[src/rtl/proc.sv]
// Processor-wide constants and the store-buffer entry type.
// Exports ARCH_BITS, BYTE_BITS, REG_IDX_BITS, SB_SLOTS, SB_IDX_BITS, BYTE_IDX_BITS, sb_entry_t, sb_store_data().
package proc;

    localparam int ARCH_BITS     = 32;
    localparam int BYTE_BITS     = 8;
    localparam int REG_IDX_BITS  = 5;
    localparam int SB_SLOTS      = 4;
    localparam int SB_IDX_BITS   = $clog2(SB_SLOTS);
    localparam int BYTE_IDX_BITS = $clog2(ARCH_BITS / BYTE_BITS);

    typedef struct packed {
        logic [ARCH_BITS-1:0] addr;
        logic [ARCH_BITS-1:0] data;
        logic                 is_byte;
    } sb_entry_t;

    // Byte stores keep only the low byte so stale upper bits
    // never reach the cache or the forwarding path.
    function automatic logic [ARCH_BITS-1:0] sb_store_data(
        input logic [ARCH_BITS-1:0] data,
        input logic                 is_byte
    );
        logic [ARCH_BITS-1:0] r;
        r = data;
        if (is_byte) begin
            r = {{(ARCH_BITS-BYTE_BITS){1'b0}}, data[BYTE_BITS-1:0]};
        end
        return r;
    endfunction

endpackage

[src/rtl/store_buffer_match.sv]
// Age-ordered word match across store buffer slots.
// In: valid, addr[], head_idx, lookup_addr. Out: hit, hit_idx (youngest match).
module store_buffer_match
    import proc::*;
#(
    parameter int SLOTS    = proc::SB_SLOTS,
    parameter int IDX_BITS = proc::SB_IDX_BITS,
    parameter int BYTE_IDX = proc::BYTE_IDX_BITS
) (
    input  logic [SLOTS-1:0]                valid,
    input  logic [SLOTS-1:0][ARCH_BITS-1:0] addr,
    input  logic [IDX_BITS-1:0]             head_idx,
    input  logic [ARCH_BITS-1:0]            lookup_addr,
    output logic                            hit,
    output logic [IDX_BITS-1:0]             hit_idx
);

    logic [IDX_BITS-1:0] slot;
    logic                unused_low;

    // Walk oldest to youngest; a later match overwrites an
    // earlier one, so the youngest matching store wins.
    always_comb begin
        hit     = 1'b0;
        hit_idx = head_idx;
        slot    = head_idx;
        for (int k = 0; k < SLOTS; k++) begin
            slot = head_idx + IDX_BITS'(k);
            if (valid[slot] &&
                addr[slot][ARCH_BITS-1:BYTE_IDX] ==
                lookup_addr[ARCH_BITS-1:BYTE_IDX]) begin
                hit     = 1'b1;
                hit_idx = slot;
            end
        end
    end

    // Byte offsets are deliberately ignored by the word compare.
    always_comb begin
        unused_low = ^lookup_addr[BYTE_IDX-1:0];
        for (int k = 0; k < SLOTS; k++) begin
            unused_low = unused_low ^ (^addr[k][BYTE_IDX-1:0]);
        end
    end

endmodule

[src/rtl/store_buffer.sv]
// Post-commit store FIFO draining to dCache, with load forwarding lookup.
// In: inValid/inAddress/inData/inByte, memAck, lookupReq/lookupAddr. Out: full/empty/count/overflow, mem*, lookup*.
module store_buffer
    import proc::*;
#(
    parameter int SB_SLOTS      = proc::SB_SLOTS,
    parameter int SB_IDX_BITS   = proc::SB_IDX_BITS,
    parameter int BYTE_IDX_BITS = proc::BYTE_IDX_BITS
) (
    input  logic                   clk,
    input  logic                   rst,
    input  logic                   inValid,
    input  logic [ARCH_BITS-1:0]   inAddress,
    input  logic [ARCH_BITS-1:0]   inData,
    input  logic                   inByte,
    output logic                   full,
    output logic                   empty,
    output logic [SB_IDX_BITS:0]   count,
    output logic                   overflow,
    output logic                   memReq,
    output logic [ARCH_BITS-1:0]   memAddress,
    output logic [ARCH_BITS-1:0]   memData,
    output logic                   memByte,
    input  logic                   memAck,
    input  logic                   lookupReq,
    input  logic [ARCH_BITS-1:0]   lookupAddr,
    output logic                   lookupHit,
    output logic [ARCH_BITS-1:0]   lookupData,
    output logic [ARCH_BITS-1:0]   lookupAddrOut,
    output logic                   lookupByte
);

    localparam int CNT_BITS = SB_IDX_BITS + 1;

    sb_entry_t                         slots [SB_SLOTS];
    logic [SB_SLOTS-1:0]               valid_q;
    logic [SB_IDX_BITS-1:0]            head_q;
    logic [SB_IDX_BITS-1:0]            tail_q;
    logic [CNT_BITS-1:0]               count_q;
    logic                              overflow_q;
    logic                              enq;
    logic                              deq;
    logic [SB_SLOTS-1:0][ARCH_BITS-1:0] slot_addr;
    logic                              match_hit;
    logic [SB_IDX_BITS-1:0]            match_idx;

    // count disambiguates head==tail between empty and full.
    assign full     = (count_q == CNT_BITS'(SB_SLOTS));
    assign empty    = (count_q == '0);
    assign count    = count_q;
    assign overflow = overflow_q;

    assign memReq     = !empty;
    assign memAddress = slots[head_q].addr;
    assign memData    = slots[head_q].data;
    assign memByte    = slots[head_q].is_byte;

    // Eligibility uses full as registered: an ack arriving in the
    // same cycle does not open a slot for the incoming store.
    assign enq = inValid && !full;
    assign deq = memReq && memAck;

    always_ff @(posedge clk or negedge rst) begin
        if (!rst) begin
            valid_q    <= '0;
            head_q     <= '0;
            tail_q     <= '0;
            count_q    <= '0;
            overflow_q <= 1'b0;
        end else begin
            if (enq) begin
                valid_q[tail_q] <= 1'b1;
                tail_q          <= tail_q + 1'b1;
            end
            if (deq) begin
                valid_q[head_q] <= 1'b0;
                head_q          <= head_q + 1'b1;
            end
            count_q <= count_q + CNT_BITS'(enq) - CNT_BITS'(deq);
            if (inValid && full) begin
                overflow_q <= 1'b1;
            end
        end
    end

    // Payload storage needs no reset; valid_q qualifies it.
    always_ff @(posedge clk) begin
        if (enq) begin
            slots[tail_q] <= '{
                addr:    inAddress,
                data:    sb_store_data(inData, inByte),
                is_byte: inByte
            };
        end
    end

    always_comb begin
        slot_addr = '0;
        for (int i = 0; i < SB_SLOTS; i++) begin
            slot_addr[i] = slots[i].addr;
        end
    end

    store_buffer_match #(
        .SLOTS    (SB_SLOTS),
        .IDX_BITS (SB_IDX_BITS),
        .BYTE_IDX (BYTE_IDX_BITS)
    ) u_match (
        .valid       (valid_q),
        .addr        (slot_addr),
        .head_idx    (head_q),
        .lookup_addr (lookupAddr),
        .hit         (match_hit),
        .hit_idx     (match_idx)
    );

    assign lookupHit     = lookupReq && match_hit;
    assign lookupData    = slots[match_idx].data;
    assign lookupAddrOut = slots[match_idx].addr;
    assign lookupByte    = slots[match_idx].is_byte;

endmodule

[config.mk]
export PLATFORM = sky130hd
export DESIGN_NAME = store_buffer
export DESIGN_NICKNAME = d
export VERILOG_FILES = /design/src/rtl/proc.sv /design/src/rtl/store_buffer_match.sv /design/src/rtl/store_buffer.sv
export SDC_FILE = /design/constraint.sdc
export NUM_CORES = 1
export LEC_CHECK = 0
export CELL_PAD_IN_SITES_DETAIL_PLACEMENT = 0
export CELL_PAD_IN_SITES_GLOBAL_PLACEMENT = 1
export CORE_ASPECT_RATIO = 0.75
export CORE_MARGIN = 1.5
export CORE_UTILIZATION = 40
export CTS_BUF_LIST = sky130_fd_sc_hd__clkbuf_4 sky130_fd_sc_hd__clkbuf_8 sky130_fd_sc_hd__clkbuf_16
export CTS_CLUSTER_SIZE = 24
export DETAILED_ROUTE_END_ITERATION = 7
export PLACE_DENSITY_LB_ADDON = 0.1
export SETUP_SLACK_MARGIN = 0.4
export SLEW_MARGIN = 20
export SYNTH_ARGS = -nofsm -noshare
export SYNTH_HDL_FRONTEND = slang
export SYNTH_SLANG_ARGS = --single-unit
[constraint.sdc]
create_clock -name clk -period 4.4 [get_ports clk]
set_input_delay 0.88 -clock clk [delete_from_list [all_inputs] [get_ports clk]]
set_output_delay 0.88 -clock clk [all_outputs]
set_load 0.1 [all_outputs]
==> run metrics <==
Starting Density=0.405; share of layout cells above drive strength 1=0.536; DR iter-0 viols=709; area grow syn2layout=52.2%; Final Critical Period=5.49 ns; RSZ-0062 raised after global routing=yes; largest net degree at the start of global routing=48; core area=around 41000 um^2; root buffer cell=clkbuf_16; # H-tree levels=1; crit share post-route=1.25; ys flop type=edfxtp_1; Max stage delay cell, worst path=mux4_2; global-route wire length before repair=74200 um; max-slew violation count=0; CTS tree=built; Via Count=11324; clock slew at reported path FFs=0.06 ns; register area=8120 um^2; number of global-route vias before repair=11795; initial antenna violation count=3; worst r2r src=count[2]; Net count, final=1580; post-synthesis area per instance=approximately 16 um^2; delay-heaviest family, CP=buffers and inverters; wire length on met3=2860 um; asr flop ratio synth=0.0441; largest area contributor in the netlist=edfxtp_1; WL final=between 50000 and 60000 um; status=finished with violations; Max Fclk=roughly 0.18 GHz; DRC=0; Yosys warnings=0; final setup fails=66; Row Count=64; top-level I/O count=240; Highest Signal Layer=met4; Total Routing Usage GR=0.238; CTS sink cnt=272; EDFF count, synth=between 200 and 300; Setup crit start=head_q[0]; met1 WL=between 20000 and 25000 um; synth top area cells=edfxtp_1 (47%), mux4_2 (19%), mux2i_1 (14%); Crit path top cell by count=buf_12; most common cell in the netlist=edfxtp_1; final hold vios=0; Die H=179 um; synthesized cell area=~16000 um^2; Slew headroom=0.320; Via density=5.60; fillers=3104; startpoint of the worst hold path=overflow; post-synthesis sequential area ratio=0.492; critical path class=flop to primary output; CP startpoint kind=flop; most instantiated cells after synthesis=edfxtp_1 (260), mux2i_1 (227), mux4_2 (140); slew of the pin with the lowest slew margin=1.02 ns; crit path max fanout=9; I/O Buffers=237; die width=237 um; CP Capture Type=primary output; Max Buffers Root-to-Sink=3; failing checks=setup timing; final worst setup slack=-1.09 ns; routability congestion estimate from global placement=0.851; die footprint=42400 um^2; worst endpoint required time=3.52 ns; Synth top area share=0.474; # hold bufs at CTS=0; Worst Path Buf+Inv=8; Routed Antenna Nets=0; Clock Latency Late Sink=0.59 ns; drt pass-1 iters=5; HPWL after detailed placement=34300 um; wire per inst=approximately 25 um; Yosys reg bits=~270; Inserted Clock Buffers=31; max-cap violations=0; GRT overflow=0; arrival time worst endpoint=about 4.6 ns; Met2 Wirelength=24100 um; syn nets=1134; post-synthesis instance total=1021; multi-input logic area=9530 um^2; worst hold slack=0.468 ns; worst path cell trace=inv_8, ha_4, buf_12, buf_8, mux4_2, xnor2_1, buf_4, nand4_1, a211oi_2, nand4_1, o21ai_2, xnor2_4, buf_12, buf_12, buf_12, mux2i_2, mux2i_4, buf_12; skew final=0.00831 ns; Netlist cell types=57; worst hold path type=flop to flop; crit-path max cell delay=0.50 ns
[routing by layer]
metal	vias to the layer above	GRT usage
li1	5034	-
met1	5884	0.337
met2	346	0.389
met3	60	0.0408
met4	0	0.0518
met5	-	0
[cell families (layout without fill, tap and decap cells)]
kind of cell,count (synthesis),count (layout),synth area share
AO/OA/AOI/OAI,51,51,0.0229
XOR/XNOR,127,127,0.0680
adder cells (fa/ha/maj),11,11,0.00882
buffers and inverters,101,571,0.0444
flip-flops,272,272,0.492
multiplexers,369,369,0.331
other,0,2,0
AND/OR/NAND/NOR,90,90,0.0326
[final cells by class]
type | count | area share
antenna | 2 | 0.000200
clock buffer | 33 | 0.0315
clock inverter | 24 | 0.00804
inverter | 17 | 0.00285
multi-input combinational | 648 | 0.380
sequential | 272 | 0.324
tap | 528 | 0.0264
timing repair buffer | 497 | 0.227
[through the flow]
stage                     setup slack (ns)  setup TNS, ns  instances  utilization  area [um^2]
after detailed placement            -0.972         -58.83       1916        0.546        22200
final                                -1.09         -68.00       2021        0.616        25100
after global placement              -0.825         -51.63       1916        0.546        22200
after CTS                            -1.10         -68.42       2013        0.602        24500
after floorplan                     -0.507         -31.02       1021            -        17500
after global routing                 -1.27         -79.45       2020        0.616        25100
[timing repair]
action / in CTS / in global routing
endpoints found under the setup margin: 78 / 66
gates resized for setup: 162 / 91
setup buffers: 32 / 3
cloned: 8 / 3
pin swaps: 13 / 9
[layout by cell type, fill, tap and decap left out, types with 4 or more instances in the layout]
| cell type | instances |
|---|---|
| mux4_2 | 140 |
| o21ai_0 | 8 |
| clkbuf_16 | 34 |
| xnor2_1 | 89 |
| dlygate4sd2_1 | 12 |
| clkinvlp_4 | 5 |
| and2_4 | 4 |
| nand4_1 | 22 |
| buf_16 | 14 |
| nor2_1 | 6 |
| buf_8 | 10 |
| xor2_1 | 18 |
| edfxtp_1 | 260 |
| o211ai_1 | 5 |
| ha_1 | 9 |
| mux2i_1 | 53 |
| mux2i_4 | 108 |
| dfrtp_1 | 10 |
| xnor2_2 | 19 |
| buf_4 | 238 |
| clkinv_1 | 10 |
| buf_6 | 19 |
| mux2i_2 | 66 |
| clkdlybuf4s50_1 | 106 |
| a2bb2oi_1 | 4 |
| nand2_1 | 9 |
| nor4_1 | 4 |
| buf_12 | 94 |
| nor2b_1 | 25 |
| o21ai_2 | 4 |
| inv_1 | 14 |
[path summary, 6_finish.rpt]
path	end	slack, ns	cells after the start
max in group asynchronous	head_q[1]	3.14	1
hold / removal	overflow	0.47	1
hold reg to reg	overflow	0.47	1
min in group asynchronous	count[2]	0.72	1
setup reg to reg	count[2]	1.79	10
setup / recovery	lookupByte	-1.09	18
[registers in the layout, indices dropped and copies added, names as in the netlist]
signal,count
head_q,2
slots,260
count,3
overflow,1
valid_q,4
tail_q,2
Power is left out: the tool's default activity adds up to more than one toggle a clock period on the data nets, which glitch-free logic cannot reach.
